`src/rtl/tl_pkg.sv`:
```
// Shared types and default timing for the intersection controller.
// Phase codes double as the debug encoding exported on the phase port.
package tl_pkg;

  typedef enum logic [2:0] {
    RED_A = 3'd0,
    GRN_A = 3'd1,
    YEL_A = 3'd2,
    RED_B = 3'd3,
    GRN_B = 3'd4,
    YEL_B = 3'd5,
    WALK  = 3'd6
  } state_e;

  typedef enum logic {
    DIR_A = 1'b0,
    DIR_B = 1'b1
  } dir_e;

  typedef struct packed {
    logic red;
    logic yellow;
    logic green;
  } lamp_t;

  localparam lamp_t LAMP_RED    = 3'b100;
  localparam lamp_t LAMP_YELLOW = 3'b010;
  localparam lamp_t LAMP_GREEN  = 3'b001;

  localparam int DEF_MIN_GREEN     = 4;
  localparam int DEF_MAX_GREEN     = 8;
  localparam int DEF_YELLOW_CYCLES = 2;
  localparam int DEF_ALLRED_CYCLES = 1;
  localparam int DEF_WALK_CYCLES   = 3;
  localparam int DEF_TW            = 8;

  // A head is red in every state except its own green and yellow.
  function automatic lamp_t lamp_for(state_e s, state_e grn, state_e yel);
    lamp_t l;
    l = LAMP_RED;
    if (s == grn)      l = LAMP_GREEN;
    else if (s == yel) l = LAMP_YELLOW;
    return l;
  endfunction

endpackage

```
`src/rtl/intersection_controller_if.sv`:
```
// Request and lamp bundle between the junction controller and its surroundings.
// slave is the controller side; master is the sensor/lamp side.
interface intersection_controller_if;
  logic       enable;
  logic       car_a;
  logic       car_b;
  logic       ped_req;
  logic       a_red;
  logic       a_yellow;
  logic       a_green;
  logic       b_red;
  logic       b_yellow;
  logic       b_green;
  logic       walk;
  logic [2:0] phase;

  modport master (
    output enable, car_a, car_b, ped_req,
    input  a_red, a_yellow, a_green, b_red, b_yellow, b_green, walk, phase
  );

  modport slave (
    input  enable, car_a, car_b, ped_req,
    output a_red, a_yellow, a_green, b_red, b_yellow, b_green, walk, phase
  );
endinterface

```
`src/rtl/tl_phase_timer.sv`:
```
// Phase timer: counts enabled cycles spent in the current state.
// done flags the last enabled cycle of a phase lasting duration cycles.
module tl_phase_timer #(
  parameter int TW = 8
) (
  input  logic          clk,
  input  logic          reset,
  input  logic          clear,
  input  logic          advance,
  input  logic [TW:0]   duration,
  output logic [TW-1:0] count,
  output logic          done
);

  // duration is one bit wider than count so that 2^TW is representable.
  assign done = advance && ({1'b0, count} == (duration - (TW+1)'(1)));

  // NOTE: sequential state is always assigned with <= so every flop samples pre-edge values.
  always_ff @(posedge clk) begin
    if (reset)        count <= '0;
    else if (advance) count <= clear ? '0 : count + TW'(1);
  end

endmodule

```
`src/rtl/intersection_controller.sv`:
```
// Two-head junction sequencer with demand-shortened greens and a pedestrian walk phase.
// Lamps are registered from the next-state decode so they change on the same edge as the state.
module intersection_controller
  import tl_pkg::*;
#(
  parameter int MIN_GREEN     = DEF_MIN_GREEN,
  parameter int MAX_GREEN     = DEF_MAX_GREEN,
  parameter int YELLOW_CYCLES = DEF_YELLOW_CYCLES,
  parameter int ALLRED_CYCLES = DEF_ALLRED_CYCLES,
  parameter int WALK_CYCLES   = DEF_WALK_CYCLES,
  parameter int TW            = DEF_TW
) (
  input logic                      clk,
  input logic                      reset,
  intersection_controller_if.slave bus
);

  localparam logic [TW:0]   D_ALLRED = (TW+1)'(ALLRED_CYCLES);
  localparam logic [TW:0]   D_GREEN  = (TW+1)'(MAX_GREEN);
  localparam logic [TW:0]   D_YELLOW = (TW+1)'(YELLOW_CYCLES);
  localparam logic [TW:0]   D_WALK   = (TW+1)'(WALK_CYCLES);
  localparam logic [TW-1:0] MIN_LAST = TW'(MIN_GREEN - 1);

  state_e        state;
  state_e        next_state;
  dir_e          last_dir;
  logic          pend_a;
  logic          pend_b;
  logic          ped_pend;
  logic [TW:0]   duration;
  logic [TW-1:0] timer_count;
  logic          done;
  logic          green_min;
  lamp_t         lamp_a;
  lamp_t         lamp_b;
  logic          walk_q;

  tl_phase_timer #(.TW(TW)) u_timer (
    .clk      (clk),
    .reset    (reset),
    .clear    (next_state != state),
    .advance  (bus.enable),
    .duration (duration),
    .count    (timer_count),
    .done     (done)
  );

  assign green_min = timer_count >= MIN_LAST;

  // NOTE: every always_comb output gets a default first so no path can infer a latch.
  always_comb begin
    duration = D_ALLRED;
    unique case (state)
      GRN_A, GRN_B: duration = D_GREEN;
      YEL_A, YEL_B: duration = D_YELLOW;
      WALK:         duration = D_WALK;
      default:      duration = D_ALLRED;
    endcase
  end

  always_comb begin
    next_state = state;
    if (bus.enable) begin
      unique case (state)
        RED_A: if (done) next_state = GRN_A;
        GRN_A: if (done || (green_min && (pend_b || ped_pend))) next_state = YEL_A;
        YEL_A: if (done) next_state = ped_pend ? WALK : RED_B;
        RED_B: if (done) next_state = GRN_B;
        GRN_B: if (done || (green_min && (pend_a || ped_pend))) next_state = YEL_B;
        YEL_B: if (done) next_state = ped_pend ? WALK : RED_A;
        WALK:  if (done) next_state = (last_dir == DIR_A) ? RED_B : RED_A;
        default: next_state = RED_A;
      endcase
    end
  end

  // Demand latches run even while paused; clearing on green/walk entry beats a same-edge request.
  always_ff @(posedge clk) begin
    if (reset) begin
      state    <= RED_A;
      last_dir <= DIR_B;
      pend_a   <= 1'b0;
      pend_b   <= 1'b0;
      ped_pend <= 1'b0;
      lamp_a   <= LAMP_RED;
      lamp_b   <= LAMP_RED;
      walk_q   <= 1'b0;
    end else begin
      state <= next_state;
      if (state == YEL_A && next_state != YEL_A) last_dir <= DIR_A;
      if (state == YEL_B && next_state != YEL_B) last_dir <= DIR_B;
      pend_a   <= (next_state == GRN_A && state != GRN_A) ? 1'b0 : (pend_a   | bus.car_a);
      pend_b   <= (next_state == GRN_B && state != GRN_B) ? 1'b0 : (pend_b   | bus.car_b);
      ped_pend <= (next_state == WALK  && state != WALK)  ? 1'b0 : (ped_pend | bus.ped_req);
      lamp_a   <= lamp_for(next_state, GRN_A, YEL_A);
      lamp_b   <= lamp_for(next_state, GRN_B, YEL_B);
      walk_q   <= (next_state == WALK);
    end
  end

  assign bus.a_red    = lamp_a.red;
  assign bus.a_yellow = lamp_a.yellow;
  assign bus.a_green  = lamp_a.green;
  assign bus.b_red    = lamp_b.red;
  assign bus.b_yellow = lamp_b.yellow;
  assign bus.b_green  = lamp_b.green;
  assign bus.walk     = walk_q;
  assign bus.phase    = state;

endmodule
```
`src/flat_wrapper.sv`:
```
// flat-port wrapper written by rule: the top's interface ports become plain ports
module intersection_controller_flat import tl_pkg::*;
#(
  parameter int MIN_GREEN     = DEF_MIN_GREEN,
  parameter int MAX_GREEN     = DEF_MAX_GREEN,
  parameter int YELLOW_CYCLES = DEF_YELLOW_CYCLES,
  parameter int ALLRED_CYCLES = DEF_ALLRED_CYCLES,
  parameter int WALK_CYCLES   = DEF_WALK_CYCLES,
  parameter int TW            = DEF_TW
)
  (clk, reset, bus_enable, bus_car_a, bus_car_b, bus_ped_req, bus_a_red, bus_a_yellow, bus_a_green, bus_b_red, bus_b_yellow, bus_b_green, bus_walk, bus_phase);
  intersection_controller_if bus_i ();
  input logic clk;
  input logic reset;
  input wire logic [$bits(bus_i.enable)-1:0] bus_enable;
  input wire logic [$bits(bus_i.car_a)-1:0] bus_car_a;
  input wire logic [$bits(bus_i.car_b)-1:0] bus_car_b;
  input wire logic [$bits(bus_i.ped_req)-1:0] bus_ped_req;
  output wire logic [$bits(bus_i.a_red)-1:0] bus_a_red;
  output wire logic [$bits(bus_i.a_yellow)-1:0] bus_a_yellow;
  output wire logic [$bits(bus_i.a_green)-1:0] bus_a_green;
  output wire logic [$bits(bus_i.b_red)-1:0] bus_b_red;
  output wire logic [$bits(bus_i.b_yellow)-1:0] bus_b_yellow;
  output wire logic [$bits(bus_i.b_green)-1:0] bus_b_green;
  output wire logic [$bits(bus_i.walk)-1:0] bus_walk;
  output wire logic [$bits(bus_i.phase)-1:0] bus_phase;
  assign bus_i.enable = bus_enable;
  assign bus_i.car_a = bus_car_a;
  assign bus_i.car_b = bus_car_b;
  assign bus_i.ped_req = bus_ped_req;
  assign bus_a_red = bus_i.a_red;
  assign bus_a_yellow = bus_i.a_yellow;
  assign bus_a_green = bus_i.a_green;
  assign bus_b_red = bus_i.b_red;
  assign bus_b_yellow = bus_i.b_yellow;
  assign bus_b_green = bus_i.b_green;
  assign bus_walk = bus_i.walk;
  assign bus_phase = bus_i.phase;
  intersection_controller #(.MIN_GREEN(MIN_GREEN), .MAX_GREEN(MAX_GREEN), .YELLOW_CYCLES(YELLOW_CYCLES), .ALLRED_CYCLES(ALLRED_CYCLES), .WALK_CYCLES(WALK_CYCLES), .TW(TW)) u_core (.clk(clk), .reset(reset), .bus(bus_i));
endmodule
```
`config.mk`:
```
export PLATFORM = sky130hd
export DESIGN_NAME = intersection_controller_flat
export DESIGN_NICKNAME = d
export VERILOG_FILES = /design/src/rtl/tl_pkg.sv /design/src/rtl/intersection_controller_if.sv /design/src/rtl/tl_phase_timer.sv /design/src/rtl/intersection_controller.sv /design/src/flat_wrapper.sv
export SDC_FILE = /design/constraint.sdc
export NUM_CORES = 1
export LEC_CHECK = 0
export CAP_MARGIN = 20
export CORE_MARGIN = 5
export CORE_UTILIZATION = 35
export CTS_CLUSTER_DIAMETER = 60
export DETAILED_ROUTE_END_ITERATION = 16
export PLACE_DENSITY = 0.52
export SYNTH_ARGS = -nofsm -noshare
export SYNTH_HDL_FRONTEND = slang
export SYNTH_SLANG_ARGS = --single-unit
```
`constraint.sdc`:
```
create_clock -name clk -period 4.6 [get_ports clk]
set_clock_uncertainty 0.05 [all_clocks]
set_input_delay 1.15 -clock clk [delete_from_list [all_inputs] [get_ports clk]]
set_output_delay 1.15 -clock clk [all_outputs]
set_load 0.01 [all_outputs]
```
Word level (Yosys, flattened, before mapping)
Cells that the tools add are included.
{ "totals": {"output_inout_bits": 10, "elab_cells": 76, "in_bits": 6, "reg_bits": 22} }
{ "op_classes": {"mux": 18, "addsub": 2, "bitwise_logic": 3, "n_lt_le_gt_ge": 1, "reduce_logical": 21, "eq_ne": 18} }
{ "ops": {"columns": ["op", "n"], "rows": [
  ["2-to-1 mux 3 bit", 14],
  ["one-hot mux 3 bit (7 select lines)", 1],
  ["== test 3 bit, second input constant", 6],
  ["OR reduction 2 bit", 8],
  ["one-hot mux 4 bit (3 select lines)", 1],
  ["== test 3 x 2 -> 1 bit, second input constant", 3],
  ["== test 8 x 9 -> 1 bit", 1],
  ["!= test 3 bit, second input constant", 3],
  ["adder 8 x 1 -> 8 bit, second input constant", 1],
  ["greater-or-equal comparator 8 x 2 -> 1 bit, second input constant", 1],
  ["logical AND 1 bit", 8],
  ["2-to-1 mux 8 bit", 1],
  ["== test 3 x 1 -> 1 bit, second input constant", 2],
  ["subtractor 4 x 1 -> 5 bit, second input constant", 1],
  ["logical OR 1 bit", 4],
  ["logical NOT 3 bit", 1],
  ["!= test 3 x 1 -> 1 bit, second input constant", 1],
  ["!= test 3 x 2 -> 1 bit, second input constant", 1],
  ["!= test 3 bit", 1],
  ["OR 1 bit", 3],
  ["2-to-1 mux 2 bit", 1]
]} }

Longest topological paths before layout
Gate-level depths: netlist of run 1.
{ "depth": {"ltp_word": 13, "depth_mapped": 12} }

By module
From an unflattened synthesis of run 1, not the netlist that was laid out.
{ "hier_totals": {"hier_cells": 182, "hier_area_um2": 1450.1} }
{ "by_module_without_submodules": {"columns": ["mod", "cells_each", "seq_area_each_um2", "area_per_inst_um2", "n_inst"], "rows": [
  ["intersection_controller", 106, 280.3, 812.0, 1],
  ["tl_phase_timer", 76, 160.2, 638.1, 1]
]} }

Worst setup path before layout of run 1
OpenSTA, ideal clock, no wires.
{ "synth_timing": {"path_type": "reg2reg", "start": "register u_core.state[2] (netlist: u_core.bus.phase[2])", "end": "register u_core.u_timer.count[3]", "slack_ps": 1195, "path_stages_with_launch": 13, "n_path_buf": 2, "arrival_time_ps": 3234, "cell_sequence": "dfxtp_1 -> clkbuf_1 -> buf_1 -> a21oi_1 -> ha_1 -> ha_1 -> xnor2_1 -> or4_4 -> nor3_4 -> a21oi_1 -> o311ai_2 -> o21bai_2 -> nor2_1"} }
{ "synth_via": {"elab_chain_len": 12, "word_cells_on_any_way": 26, "cone_classes": "1 x add/sub; 8 x eq/ne; 11 x mux; 6 x reduce/logical"} }
{ "synth_rtl": {"columns": ["element", "line", "rtl"], "rows": [
  ["start: declaration", "intersection_controller.sv:24", "state_e state;"],
  ["start signal: assignment", "intersection_controller.sv:89", "state <= next_state;"],
  ["== test 3 bit (tied with other cells)", "intersection_controller.sv:53, intersection_controller.sv:64", null],
  ["OR reduction 2 bit", "intersection_controller.sv:53", "unique case (state)"],
  ["one-hot mux 4 bit (3 select lines)", "intersection_controller.sv:53", null],
  ["subtractor 4 x 1 -> 5 bit", "tl_phase_timer.sv:16", "assign done = advance && ({1'b0, count} == (duration - (TW+1)'(1)));"],
  ["== test 8 x 9 -> 1 bit", "tl_phase_timer.sv:16", null],
  ["logical AND 1 bit", "tl_phase_timer.sv:16", null],
  ["logical OR 1 bit, on equally long branches", "intersection_controller.sv:69, intersection_controller.sv:66", null],
  ["2-to-1 mux 3 bit, on equally long branches", "intersection_controller.sv:69, intersection_controller.sv:66", null],
  ["one-hot mux 3 bit (7 select lines)", "intersection_controller.sv:64", "unique case (state)"],
  ["2-to-1 mux 3 bit", "intersection_controller.sv:63", "if (bus.enable) begin"],
  ["!= test 3 bit (*)", "intersection_controller.sv:41", ".clear (next_state != state),"],
  ["2-to-1 mux 8 bit (*)", "tl_phase_timer.sv:21", "else if (advance) count <= clear ? '0 : count + TW'(1);"],
  ["end signal: assignment", "tl_phase_timer.sv:21", null],
  ["end: declaration", "tl_phase_timer.sv:11", "output logic [TW-1:0] count,"]
]} }
Every way passes the cells marked *; elsewhere a longest branch is shown, timed or not.
A chain may end at the register's enable or synchronous reset.

Final worst setup path of run 1
{ "layout_timing": {"start": "register u_core.state[0] (netlist: u_core.bus.phase[0])", "end": "register u_core.ped_pend"} }
{ "layout_via": {"elab_chain_len": 13, "word_cells_on_any_way": 28, "cone_classes": "1 x add/sub; 9 x eq/ne; 10 x mux; 8 x reduce/logical"} }
{ "layout_rtl": {"columns": ["element", "line", "rtl"], "rows": [
  ["== test 3 bit (tied with other cells)", "intersection_controller.sv:53, intersection_controller.sv:64", null],
  ["OR reduction 2 bit", "intersection_controller.sv:53", null],
  ["one-hot mux 4 bit (3 select lines)", "intersection_controller.sv:53", null],
  ["subtractor 4 x 1 -> 5 bit", "tl_phase_timer.sv:16", null],
  ["== test 8 x 9 -> 1 bit", "tl_phase_timer.sv:16", null],
  ["logical AND 1 bit", "tl_phase_timer.sv:16", null],
  ["logical OR 1 bit, on equally long branches", "intersection_controller.sv:69, intersection_controller.sv:66", null],
  ["2-to-1 mux 3 bit, on equally long branches", "intersection_controller.sv:69, intersection_controller.sv:66", null],
  ["one-hot mux 3 bit (7 select lines)", "intersection_controller.sv:64", null],
  ["2-to-1 mux 3 bit", "intersection_controller.sv:63", null],
  ["== test 3 bit", "intersection_controller.sv:94", "ped_pend <= (next_state == WALK && state != WALK) ? 1'b0 : (ped_pend | bus.ped_req);"],
  ["logical AND 1 bit (*)", "intersection_controller.sv:94", null],
  ["OR reduction 2 bit (no line) (*)", null, null],
  ["end signal: assignment", "intersection_controller.sv:94", null],
  ["end: declaration", "intersection_controller.sv:29", "logic ped_pend;"]
]} }
Marks and branches as above.

==> results.cfg, run 1 <==
[layout]
fin_cells = 215
finalNetCount = 177
drive_gt1_frac = 0.186
area_growth_pct = 17.1
layout_commonest_cell = dfxtp_1
layout_common_cells = dfxtp_1, nor2_1, clkdlybuf4s50_1
nFillCells = 386
diodes = 0
fin_util = 0.430

[logic_synthesis]
synth_edf_count = 0
syn_area_um2 = 1360
yosysSeqAreaShare = 0.323
ys_top_cells_by_area = dfxtp_1, nor2_1, a21oi_1
syn_avg_cell_area_um2 = 9.09
syn-num-nets = 159
synth_top_area_cell = dfxtp_1
ys.flop_type = dfxtp_1
yosysTopAreaCellShare = 0.323
synth_cell_types = 60
async_reset_ff_frac = 0
synth_seq_cells = 22
yosysWarnings = 0
syn_inst = 150

[timing]
fin_hold_ws_ns = 0.474
finalWorstSetupSlack_ns = 0.929
hold_viol_final = 0
tns_ns = 0
drv_slew = 0
relSlewSlack = 0.613
worstMarginPinSlew_ns = 0.566
finalSetupViolCount = 0
fmax_mhz = 272
layout_min_cycle_time_ns = 3.67
finalCritPeriodShare = 0.798
rsz0062_at_grt = no

[place]
dpl.hpwl_um = 2440
port_buffers = 15
placedCellCount = 211
pre_cts_slack_ns = 0.968
place.gp.congestion = 0.861

[pwr]
p_int_uw = 423
power_switching_uw = 231
pwr-share-comb = 0.440
p_leak_uw = 0.000601
ir_drop_mv = 0.178
swShare = 0.353
seqPwrFrac = 0.356
power.density_nw_per_um2 = 410
p_clk_frac = 0.205

[drt]
vias = 1189
top_layer = met4
wl_met3_um = 328
routed_wl_um = 3230
wl_per_cell_um = 15.0
drtIter0Drc = 109
firstDrtPassIters = 4
via_per_inst = 5.53
final_antenna_net_count = 0
routed-wl-met2_um = 1440
met1_length_um = 1400
drc = 0

[clock_tree]
clock_path_buffers = 2
root_buffer = clkbuf_8
cts_num_sinks = 22
clock_latency_ns = 0.26
ctsResizeCount = 0
cts_made_buffers = 3
cts_tree = yes
cts.clk_slew.worst_paths_ns = 0.08
cts_hold_buf = 0
cts_setup_buffers = 0
htreeDepth = 1

[floorplanning]
chipWidth_um = 72.4
dieArea_um2 = 5240
ios = 16
start_util = 0.367
rows = 22
die_h_um = 72.4
core_um2 = 3720

[run]
maxCapViolCount = 0

[setup_path]
critical-path-slowest-cell = or4_4
cp_cell_sequence = nor2b_1 > a21oi_1 > ha_1 > ha_1 > xnor2_1 > or4_4 > nor3_4 > o21ai_0 > a21oi_4 > nor2b_4 > a311oi_1
worst-path-buf-inv = 0
startpoint_type = flip-flop
worst_path_most_repeated_cell = ha_1
cp_top_family = simple AND/OR/NAND/NOR gates
critPathArrivalTime_ns = 3.75
critPathKind = flip-flop to flip-flop
reg2reg_slack_ns = 0.93
worstPathMaxFanout = 10
slowest_delay_ns = 0.57
required_ns = 4.68
end_kind = flip-flop

[global_routing]
antenna_found_initial = 0
grt_pass1_vias = 1132
grt_max_degree = 20
grt_first_pass_wirelength_um = 5600
grt_overflow_total = 0
grtUsageTotal = 0.134

[hold_path]
hold_path.class = flip-flop to flip-flop

[status]
status = complete, no violations
==> cells in the mapped netlist, types with 2 or more instances <==
library cell	n
a211oi_1	3
a21oi_1	12
a31oi_1	2
clkbuf_1	2
dfxtp_1	22
ha_1	3
inv_1	3
nand2_1	12
nand2b_1	2
nand3_1	4
nand4_1	2
nor2_1	17
nor2b_1	3
nor2b_4	2
nor4_1	2
o211ai_1	2
o21ai_0	5
or4_4	2
xnor2_1	4
xor2_1	6
==> metal layers <==
layer | up-vias | track usage
met5 | - | 0
met4 | 0 | 0.0615
met3 | 4 | 0.0166
met2 | 64 | 0.205
met1 | 537 | 0.188
li1 | 584 | -
==> power groups by stage <==
| stage | combinational [µW] | sequential (µW) | clock, µW |
|---|---|---|---|
| detailed placement | 285 | 237 | 0 |
| global route | 312 | 235 | 149 |
| floorplan | 225 | 234 | 0 |
| global placement | 282 | 237 | 0 |
| CTS | 287 | 232 | 139 |
| finish | 288 | 233 | 134 |
==> area by class of cell <==
type,count,area (µm²),share of cell area
Multi-Input combinational cell,118,846,0.530
Inverter,4,15.0,0.00940
Tap cell,48,60.1,0.0376
Sequential cell,22,440,0.276
Timing Repair Buffer,19,180,0.113
Clock buffer,4,55.1,0.0345
==> flip-flops by register name, indices dropped and copies added, names as in the netlist <==
| name | cells |
|---|---|
| u_core.bus.a_green | 1 |
| u_core.bus.a_red | 1 |
| u_core.bus.a_yellow | 1 |
| u_core.bus.b_green | 1 |
| u_core.bus.b_red | 1 |
| u_core.bus.b_yellow | 1 |
| u_core.bus.phase | 3 |
| u_core.bus.walk | 1 |
| u_core.last_dir | 1 |
| u_core.ped_pend | 1 |
| u_core.pend_a | 1 |
| u_core.pend_b | 1 |
| u_core.u_timer.count | 8 |
==> cell families (layout without fill, tap and decap cells) <==
kind of cell	Yosys count	count (layout)	share of synthesized area
AND/OR/NAND/NOR	60	60	0.258
buffers and inverters	10	27	0.0569
AO/OA/AOI/OAI	43	43	0.246
flip-flops	22	22	0.323
multiplexers	1	1	0.00734
adder cells (fa/ha/maj)	3	3	0.0275
XOR/XNOR	11	11	0.0816
==> worst min-delay path, delay by kind of cell (launching register included) <==
kind | cells | cell delay (ns)
flops | 1 | 0.35
simple gates | 1 | 0.07
xor+xnor | 1 | 0.08
==> metrics by stage <==
step | cell area [µm²] | power, µW
after floorplan | 1360 | 459
after global placement | 1540 | 519
after detailed placement | 1540 | 522
after CTS | 1600 | 658
after global routing | 1600 | 697
final | 1600 | 654
==> worst paths after layout <==
path	startpoint	endpoint	depth (start not counted)
worst min-delay path	u_core.u_timer.count[7]$_SDFFE_PP0P_	u_core.u_timer.count[7]$_SDFFE_PP0P_	2
worst max register to register	u_core.bus.phase[0]$_SDFF_PP0_	u_core.ped_pend$_SDFF_PP0_	11
worst max-delay path	u_core.bus.phase[0]$_SDFF_PP0_	u_core.ped_pend$_SDFF_PP0_	11
worst min register to register	u_core.u_timer.count[7]$_SDFFE_PP0P_	u_core.u_timer.count[7]$_SDFFE_PP0P_	2
Note: power is estimated with default switching activity, not from simulation.
==> run 2, diff against run 1 <==
==> constraint.sdc (replaced) <==
create_clock -name clk -period 3.7 [get_ports clk]
set_clock_uncertainty 0.05 [all_clocks]
set_input_delay 0.925 -clock clk [delete_from_list [all_inputs] [get_ports clk]]
set_output_delay 0.925 -clock clk [all_outputs]
set_load 0.01 [all_outputs]
==> results.cfg, run 2 (same netlist as run 1, synthesis figures left out) <==
[status]
status = complete, no violations

[drt]
firstDrtPassIters = 4
vias = 1184
drc = 0
routed_wl_um = 3300
final_antenna_net_count = 0
drtIter0Drc = 37
via_per_inst = 5.46
wl_per_cell_um = 15.2

[floorplanning]
ios = 16
die_h_um = 72.4
core_um2 = 3720
start_util = 0.367
rows = 22
dieArea_um2 = 5240
chipWidth_um = 72.4

[timing]
rsz0062_at_grt = no
drv_slew = 0
tns_ns = 0
fmax_mhz = 291
finalSetupViolCount = 0
layout_min_cycle_time_ns = 3.44
finalCritPeriodShare = 0.929
relSlewSlack = 0.656
worstMarginPinSlew_ns = 0.511
hold_viol_final = 0

[pwr]
ir_drop_mv = 0.205
p_leak_uw = 0.000611
power.density_nw_per_um2 = 518
p_total_uw = 834

[place]
place.gp.congestion = 0.878
port_buffers = 15
dpl.hpwl_um = 2460

[global_routing]
top_usage_layer = met2
use_met2 = 0.206
antenna_found_initial = 0
grt_max_degree = 14
grt_pass1_vias = 1113
grtUsageTotal = 0.134
grt_first_pass_wirelength_um = 5490
met1_usage = 0.179
grt_overflow_total = 0
use_met3 = 0.0125

[clock_tree]
htreeDepth = 1
clock_path_buffers = 2
cts_made_buffers = 3
cts_setup_buffers = 0
cts_tree = yes
clock_latency_ns = 0.26
root_buffer = clkbuf_8
ctsResizeCount = 0
cts.clk_slew.worst_paths_ns = 0.08
cts_hold_buf = 0
cts_num_sinks = 22

[layout]
finalNetCount = 179
layout_common_cells = dfxtp_1, nor2_1, clkdlybuf4s50_1
diodes = 0
layout_commonest_cell = dfxtp_1
largest_reg_flops = 8
top_register = u_core.u_timer.count
regArea_um2 = 440
multi_input_area_um2 = 846
drive_gt1_frac = 0.195
area_growth_pct = 18.2
nFillCells = 369

[setup_path]
reg2reg_slack_ns = 0.26
cp_cell_sequence = nor2b_1 > a21oi_1 > ha_1 > ha_1 > xnor2_1 > or4_4 > nor3_4 > a21oi_1 > o311ai_2 > o21bai_2 > nor2_1
startpoint_type = flip-flop
critPathKind = flip-flop to flip-flop
end_kind = flip-flop
slowest_delay_ns = 0.56
cp_top_family = simple AND/OR/NAND/NOR gates
worst-path-buf-inv = 0
worstPathMaxFanout = 10
critical-path-slowest-cell = or4_4
required_ns = 3.80
critPathArrivalTime_ns = 3.54

[run]
maxCapViolCount = 0

[hold_path]
hold_path.class = flip-flop to flip-flop
==> run 2: changes by cell type in the layout (fill, tap and decap cells not counted) <==
cell / before / now
buf_4: 4 / 6
==> run 2: worst min-delay path, delay by kind of cell, from the launching register on <==
family                    cells  cell delay, ns
xor gates and xnor gates      1            0.07
DFF                           1            0.36
and+or+nand+nor               1            0.07
==> run 2: final cells by class <==
cell class | instances | share of cell area
clock buffer | 4 | 0.0342
sequential | 22 | 0.273
inverter | 4 | 0.00932
timing repair buffer | 21 | 0.121
multi-input combinational | 118 | 0.525
tap | 48 | 0.0373
==> run 2: per-stage QoR <==
stage,cells,instance area [µm²],hold slack [ns],util,setup slack [ns]
after floorplan,150,1360,0.430,-,0.295
after global placement,213,1560,0.446,0.419,0.378
after CTS,217,1610,0.480,0.434,0.261
final,217,1610,0.476,0.434,0.263
after global routing,217,1610,0.533,0.434,0.0306
after detailed placement,213,1560,0.456,0.419,0.268
==> run 2: worst paths after layout <==
kind	startpoint	end	depth (start not counted)
max	u_core.bus.phase[1]$_SDFF_PP0_	u_core.u_timer.count[6]$_SDFFE_PP0P_	11
min	u_core.u_timer.count[7]$_SDFFE_PP0P_	u_core.u_timer.count[7]$_SDFFE_PP0P_	2
max reg2reg	u_core.bus.phase[1]$_SDFF_PP0_	u_core.u_timer.count[6]$_SDFFE_PP0P_	11
min reg2reg	u_core.u_timer.count[7]$_SDFFE_PP0P_	u_core.u_timer.count[7]$_SDFFE_PP0P_	2
==> run 2: where the power goes <==
group	internal, µW	switching (µW)	leakage [µW]	total, µW
Sequential	262	26.9	0.000179	289
Combinational	182	189	0.000403	371
Clock	94.9	79.5	0.0000288	174
Total	539	295	0.000611	834
==> run 2: routing by layer <==
metal  part of all wire  vias up
li1                   -      586
met1               0.47      564
met2               0.47       28
met3              0.034        6
met4              0.024        0
met5                  0        -
==> run 3, diff against run 2 <==
--- a/config.mk
+++ b/config.mk
@@ -10,7 +10,7 @@
 export CORE_UTILIZATION = 35
 export CTS_CLUSTER_DIAMETER = 60
 export DETAILED_ROUTE_END_ITERATION = 16
-export PLACE_DENSITY = 0.52
+export REMOVE_ABC_BUFFERS = 1
 export SYNTH_ARGS = -nofsm -noshare
 export SYNTH_HDL_FRONTEND = slang
 export SYNTH_SLANG_ARGS = --single-unit
==> results.cfg, run 3 (same netlist as run 1, synthesis figures left out) <==
[floorplanning]
rows = 22
ios = 16
die_h_um = 72.4
core_um2 = 3720
start_util = 0.367
dieArea_um2 = 5240
chipWidth_um = 72.4

[pwr]
p_total_uw = 867
power.density_nw_per_um2 = 533
p_leak_uw = 0.000619
ir_drop_mv = 0.292

[layout]
area_growth_pct = 19.4
fin_util = 0.438
nFillCells = 365
finalNetCount = 179
largest_reg_flops = 8
regArea_um2 = 440
top_register = u_core.u_timer.count
diodes = 0
layout_common_cells = dfxtp_1, nor2_1, clkdlybuf4s50_1
multi_input_area_um2 = 846
layout_commonest_cell = dfxtp_1
drive_gt1_frac = 0.195

[drt]
wl_per_cell_um = 14.4
drc = 0
via_per_inst = 5.53
routed_wl_um = 3120
final_antenna_net_count = 0
firstDrtPassIters = 4
drtIter0Drc = 71
vias = 1199

[global_routing]
grt_pass1_vias = 1165
grt_max_degree = 17
grt_overflow_total = 0
grt_first_pass_wirelength_um = 5320
grtUsageTotal = 0.127
antenna_found_initial = 0

[clock_tree]
cts_setup_buffers = 0
cts_made_buffers = 3
cts_hold_buf = 0
clock_path_buffers = 2
cts_tree = yes
root_buffer = clkbuf_8
cts_num_sinks = 22
ctsResizeCount = 0
clock_latency_ns = 0.26
cts.clk_slew.worst_paths_ns = 0.08
htreeDepth = 1

[timing]
drv_slew = 0
hold_viol_final = 0
tns_ns = 0
rsz0062_at_grt = no
fmax_mhz = 293
finalCritPeriodShare = 0.924
finalSetupViolCount = 0
worstMarginPinSlew_ns = 0.437
relSlewSlack = 0.707
fin_hold_ws_ns = 0.495
layout_min_cycle_time_ns = 3.42

[run]
maxCapViolCount = 0

[place]
port_buffers = 15
place.gp.congestion = 0.921
dpl.hpwl_um = 2310

[hold_path]
hold_path.class = flip-flop to flip-flop

[setup_path]
required_ns = 3.79
critPathKind = flip-flop to flip-flop
worstPathMaxFanout = 10
startpoint_type = flip-flop
end_kind = flip-flop
critPathArrivalTime_ns = 3.50

[status]
status = complete, no violations
run 3: cell types whose count changed in the layout (fill, tap and decap cells not counted):
cell / change
bufinv_16: +1
clkbuf_8: -1
run 3: worst paths after layout:
path	from	endpoint	slack, ns	cells after the start
setup / recovery	u_core.bus.phase[2]$_SDFF_PP0_	u_core.ped_pend$_SDFF_PP0_	0.28	11
hold / removal	u_core.u_timer.count[7]$_SDFFE_PP0P_	u_core.u_timer.count[7]$_SDFFE_PP0P_	0.49	2
setup reg to reg	u_core.bus.phase[2]$_SDFF_PP0_	u_core.ped_pend$_SDFF_PP0_	0.28	11
hold reg to reg	u_core.u_timer.count[7]$_SDFFE_PP0P_	u_core.u_timer.count[7]$_SDFFE_PP0P_	0.49	2
run 3: power breakdown:
part | total, µW | internal (µW) | switching [µW]
combinational | 359 | 173 | 186
sequential | 286 | 262 | 24.1
clock | 222 | 144 | 77.6
total | 867 | 579 | 288
run 3: routing by layer:
| metal | vias to the layer above | share of wire | global-route usage | routed length, µm |
|---|---|---|---|---|
| li1 | 590 | - | - | - |
| met1 | 555 | 0.46 | 0.170 | 1440 |
| met2 | 49 | 0.46 | 0.193 | 1440 |
| met3 | 5 | 0.059 | 0.0194 | 185 |
| met4 | 0 | 0.019 | 0.0697 | 60 |
| met5 | - | 0 | 0 | 0 |
run 3: layout make-up:
| type | count | share of cell area |
|---|---|---|
| inverters | 4 | 0.00922 |
| multi-input cells | 118 | 0.520 |
| clock buffers | 3 | 0.0254 |
| repair buffers | 21 | 0.120 |
| clock inverters | 1 | 0.0184 |
| well taps | 48 | 0.0369 |
| flip-flops and latches | 22 | 0.271 |
run 3: worst max-delay path: stages (launching register included):
cell and delay (ns):
dfxtp_1 0.51, nor2_1 0.15, xnor2_1 0.15, ha_1 0.22, ha_1 0.29, xnor2_1 0.12
or4_4 0.57, nor3_4 0.36, o21ai_0 0.24, a21oi_4 0.28, nor2b_4 0.25, a311oi_1 0.10
run 3: per-stage QoR:
stage | worst slack, ns | instance area, µm² | std cells
floorplan | 0.284 | 1300 | 144
global placement | 0.366 | 1560 | 213
detailed placement | 0.336 | 1560 | 213
CTS | 0.283 | 1630 | 217
global route | 0.0402 | 1630 | 217
finish | 0.282 | 1630 | 217
==> edit 1, RTL diff (flow settings as in run 3) <==
Set the package constant `DEF_TW` to 7 (it was 8).
--- a/src/rtl/tl_pkg.sv
+++ b/src/rtl/tl_pkg.sv
@@ -32,7 +32,7 @@
   localparam int DEF_YELLOW_CYCLES = 2;
   localparam int DEF_ALLRED_CYCLES = 1;
   localparam int DEF_WALK_CYCLES   = 3;
-  localparam int DEF_TW            = 8;
+  localparam int DEF_TW            = 7;
 
   // A head is red in every state except its own green and yellow.
   function automatic lamp_t lamp_for(state_e s, state_e grn, state_e yel);
Check against the original RTL: no difference found for any inputs over 10 cycles, from zero or initial values and one cycle with reset high; that may be too few to reach the edited logic, so the function may still have changed.
==> edit 1 against run 3 <==
- critical path depth unchanged
- worst setup slack improved by 100 ps
- via count fell by 13%
- final area decreased by 14%
- clock power is 50% lower
- count of clock-buffer cells in the layout is the same
- wire length shrank 14%
- sequential cell count fell by 1
- cell count is 7.4% lower
- total power is 9.7% lower
- first-iteration DRC count is 49% higher
- synthesized area fell by 15%
- maximum frequency increased by 3.1%
- synthesized cell count fell by 6.7%
- largest power group unchanged
==> edit 1: results (changes against run 3) <==
The flow ran to the end, and the final reports show no timing, DRC or antenna violations. The global-route wire length before repair is 4.65 mm (-13%). The proportion of synthesized flip-flops having asynchronous set or reset is 0% (unchanged). The detailed route wirelength on metal3 came out at 88 um (-52%).

The post-synthesis cell type count is 43 (-28%). The cell at the slowest stage of the critical path is dfxtp_1. The met2 wire length was 1.26 mm (-13%). In this design, the largest share of critical-path delay is due to simple AND/OR/NAND/NOR gates. The met1 track demand over resource in global routing is 17.8% (+0.79 points).

The number of fill cells in the layout is 332 (-9.0%). Routed signal wires occupy layers up through met4. The clock transition at the registers of the reported paths came out at 110 ps (+30 ps). The wire length on met1 is 1.28 mm (-11%).

The max-slew violation count came out at 0 (unchanged). The tightest slew margin relative to the limit is 62.2% (-8.5 points). The number of hold violations in the final report is 0 (unchanged).

Sorting the synthesized cells by area gives the leading types as dfxtp_1 (36%), nor2_1 (8.1%), xnor2_1 (5.3%). The total of warnings raised by yosys came out at 0 (unchanged). The count of TritonRoute iterations in the first routing pass is 4 (unchanged). The number of buffers inserted to repair setup after CTS came to 0 (unchanged). The count of maximum capacitance violations came out at 0 (unchanged). The sequential area share after synthesis came out at 36.3% (+4.0 points). The routed wire length came out at 2.68 mm (-14%). The number of cells in the finished layout apart from fillers came out at 201 (-7.4%). The via count of the first global-routing pass was 1012 (-13%). The final antenna diode count is 0 (unchanged).

The pin count of the biggest net entering global routing is 15 (-2). The path class of the tightest hold or removal check is flip-flop to flip-flop. The total global-route track usage came out at 13.5% (+0.81 points). The register with the most flip-flops in the final layout is u_core.u_timer.count.

The iteration-0 DRC count of the detailed router is 106 (+49%). The biggest area contributor in the post-synthesis netlist is dfxtp_1. The share of post-route cells with drive strength above 1 is 9.55% (-10 points).

The post-detailed-route via-to-cell ratio came out at 5.21 (-5.6%). The largest incremental delay on the critical path is 460 ps (-110 ps). The buffer depth of the longest clock path is 2 (unchanged).

The number of flip-flops in the largest register is 7 (-1). The count of instances resized after the clock tree is built was 0 (unchanged). The number of buffers created by CTS came out at 3 (unchanged). The latest clock arrival within the worst-skew pair is 300 ps (+40 ps). Sorting the synthesized cells by how often they occur yields nor2_1 (25), dfxtp_1 (21), nand2_1 (10).

The total half-perimeter wirelength after legalization and detailed placement is 2.04 mm (-12%). The cell area reported after detailed placement was 1370 um^2 (-12%). The final net count came out at 167 (-6.7%). The fraction of met3 tracks used by global routing is 2.33% (+0.39 points). The tree is rooted in a clkbuf_4.

The number of antenna violations at the first check in global routing is 0 (unchanged). The placement-stage worst setup slack came out at 405 ps (+68.9 ps). The data arrival time of the worst path is 3480 ps (-20 ps). The highest fanout seen on the critical path is 12 (+2). The synthesized area per cell is 8.27 um^2 (-9.1%). The startpoint identified for the worst hold timing path is u_core.last_dir. The number of buffers added on ports came out at 15 (unchanged).

The highest ir drop seen on vdd came out at 226 uV (-23%). The met2 demand-to-capacity share in global routing is 21.3% (+2.0 points). The static leakage was 0.000532 uW (-14%).

The placer congestion estimate came out at 0.817 (-11%). The most critical setup path has its startpoint at u_core.bus.phase[1].
==> edit 1: cell type report <==
class	count	area, um^2	area share, %
clock buffer	3	22.5	1.62
clock inverter	1	5.00	0.359
inverter	5	18.8	1.35
multi-input combinational	108	691	49.6
sequential	21	420	30.2
tap	44	55.1	3.95
timing repair buffer	19	180	12.9
==> edit 1: cells by family after synthesis <==
| family | synth area share [%] |
|---|---|
| AOI/OAI and AO/OA | 20.0 |
| xor gates and xnor gates | 10.5 |
| adders and majority gates | 3.24 |
| muxes | 0.865 |
| buffers and inverters | 4.00 |
| and+or+nand+nor | 25.1 |
| DFF | 36.3 |
==> edit 1: path summary, 6_finish.rpt <==
kind                      to  slack, ps  cells past startpoint
max            u_core.pend_a        380                     11
min          u_core.last_dir        490                      2
max reg2reg    u_core.pend_a        380                     11
min reg2reg  u_core.last_dir        490                      2
==> edit 1: where the power goes <==
part	internal (uW)	switching, uW
clock	40.4	69.3
sequential	259	37.6
combinational	170	207
==> edit 2, RTL diff (settings of run 3) <==
Without the edit above. Register the output `bus.b_red`; this adds one clock of latency there.
--- a/src/rtl/intersection_controller.sv
+++ b/src/rtl/intersection_controller.sv
@@ -101,7 +101,9 @@
   assign bus.a_red    = lamp_a.red;
   assign bus.a_yellow = lamp_a.yellow;
   assign bus.a_green  = lamp_a.green;
-  assign bus.b_red    = lamp_b.red;
+  always_ff @(posedge clk) begin
+    bus.b_red <= lamp_b.red;
+  end
   assign bus.b_yellow = lamp_b.yellow;
   assign bus.b_green  = lamp_b.green;
   assign bus.walk     = walk_q;
Behaviour: not the same (a bounded check fails within 4 cycles, from zero or initial values and one cycle with reset high).
==> edit 2 against run 3 <==
- largest cell class unchanged
- final area fell by 9.5%
- worst setup slack better by 160 ps
- non-clock buffer count down 2
- wire length shrank 12%
- synthesized area is 8.9% lower
- sequential cell count grew 1
- first-iteration DRC count decreased by 8.5%
Power is not compared: it rests on default switching activity, and its combinational part moved more than twofold at a synthesized area within 25%.
==> edit 2: results (changes against run 3) <==
The run finished with clean final reports. By area the synthesized netlist is led by dfxtp_1 (37%), xor2_1 (7.0%), nor2_1 (6.9%). The cell at the slowest stage of the critical path is or3b_1. The buffer depth of the longest clock path came out at 2 (unchanged).

The total global-route track usage came out at 12.0% (-0.70 points). The final net count came out at 174 (-2.8%). The global-route wire length before repair is 4.82 mm (-9.5%).

The net switching power figure came out at 150 uW. By count the netlist is led by dfxtp_1 (23), nor2_1 (23), nand2_1 (13). The number of buffers inserted to repair setup after CTS came to 0 (unchanged). The static leakage came out at 0.000558 uW.

The pin count of the biggest net entering global routing came out at 16 (-1). The routed wire length came to 2.75 mm (-12%). The clock transition at the registers of the reported paths came out at 120 ps (+40 ps). The number of antenna violations at the first check in global routing is 0 (unchanged). The highest ir drop seen on vdd came out at 147 uV. The final antenna diode count was 0 (unchanged).

The post-detailed-route via-to-cell ratio came out at 5.34 (-3.4%). The count of TritonRoute iterations in the first routing pass is 4 (unchanged). The number of fill cells in the layout is 342 (-6.3%). The slew of the pin with the lowest slew margin is 497 ps (+60.1 ps). More flip-flops sit in one register than any other, and that register is u_core.u_timer.count.

The total of warnings raised by yosys is 0 (unchanged). The sequential area share after synthesis is 37.1% (+4.8 points). The count of instances resized after the clock tree is built came out at 0 (unchanged). The share of post-route cells with drive strength above 1 came out at 7.93% (-12 points). The number of buffers added on ports came to 15 (unchanged). The placer congestion estimate came out at 0.885 (-3.9%). The number of buffers created by CTS came out at 3 (unchanged). The latest clock arrival within the worst-skew pair came to 300 ps (+40 ps). CTS placed an instance of clkbuf_4 at the clock tree root. The proportion of synthesized flip-flops having asynchronous set or reset is 0% (unchanged). The number of flip-flops in the largest register is 8 (unchanged).

The H-tree depth came to 1 (unchanged). The cell family with the largest share of critical-path delay is simple AND/OR/NAND/NOR gates. The total half-perimeter wirelength after legalization and detailed placement is 2.07 mm (-10%).

The iteration-0 DRC count of the detailed router is 65 (-8.5%). The post-synthesis cell type count is 43 (-28%). The via count of the first global-routing pass is 1139 (-2.2%).

The highest fanout seen on the critical path came out at 8 (-2). The top flip-flop cell by instance count after synthesis is dfxtp_1. The data arrival time of the worst path was 3420 ps (-80 ps).

The largest incremental delay on the critical path is 490 ps (-80 ps). The min-delay analysis places its worst path in the category flip-flop to flip-flop.
edit 2: changes by cell type in the layout (fill, tap and decap cells not counted), sizes merged, moves of 3 or more:
cell   change
a21oi      -7
nor2       +6
nor2b      -3
nor3       +3
o41ai      +3
xor2       +4
edit 2: logic make-up (layout without fill, tap and decap cells):
family	count (synthesis)	in the layout	synth area share, %
flip-flops	23	23	37.1
multiplexers	3	3	2.42
AND/OR/NAND/NOR	61	61	24.2
buffers and inverters	13	27	4.03
adder cells (fa/ha/maj)	3	3	3.02
XOR/XNOR	13	13	9.16
AO/OA/AOI/OAI	34	34	20.1
edit 2: metrics by stage:
step / power, uW / std cells / worst slack, ps / util, % / instance area (um^2)
6_report: 497 / 210 / 444 / 43.4 / 1470
5_1_grt: 530 / 210 / 221 / 43.4 / 1470
4_1_cts: 504 / 210 / 414 / 43.4 / 1470
3_5_place_dp: 388 / 206 / 421 / 42.6 / 1450
3_3_place_gp: 387 / 206 / 405 / 42.6 / 1450
2_1_floorplan: 349 / 141 / 653 / - / 1210
edit 2: layer usage:
layer | vias to the layer above | wire length [um] | global-route usage, %
li1 | 560 | - | -
met1 | 528 | 1340 | 15.4
met2 | 31 | 1280 | 18.6
met3 | 2 | 113 | 2.90
met4 | 0 | 23 | 5.64
met5 | - | 0 | 0
edit 2: path summary, 6_finish.rpt:
| path | cells past startpoint | slack [ps] | to | from |
|---|---|---|---|---|
| max | 10 | 440 | u_core.bus.a_red | u_core.bus.phase[1] |
| min | 0 | 300 | u_core.bus.b_red | u_core.lamp_b[2] |
| max reg2reg | 10 | 440 | u_core.bus.a_red | u_core.bus.phase[1] |
| min reg2reg | 0 | 300 | u_core.bus.b_red | u_core.lamp_b[2] |
edit 2: area by class of cell:
class                      instances  share of cell area (%)
inverter                           4                    1.02
sequential                        23                    31.3
clock inverter                     1                   0.340
timing repair buffer              19                    12.2
clock buffer                       3                    1.53
multi-input combinational        114                    49.7
tap                               46                    3.91
edit 2: power groups by stage:
stage | sequential (uW) | combinational, uW | clock [uW]
global route | 270 | 128 | 132
global placement | 274 | 113 | 0
floorplan | 276 | 73.1 | 0
CTS | 268 | 116 | 120
finish | 268 | 116 | 113
detailed placement | 274 | 115 | 0
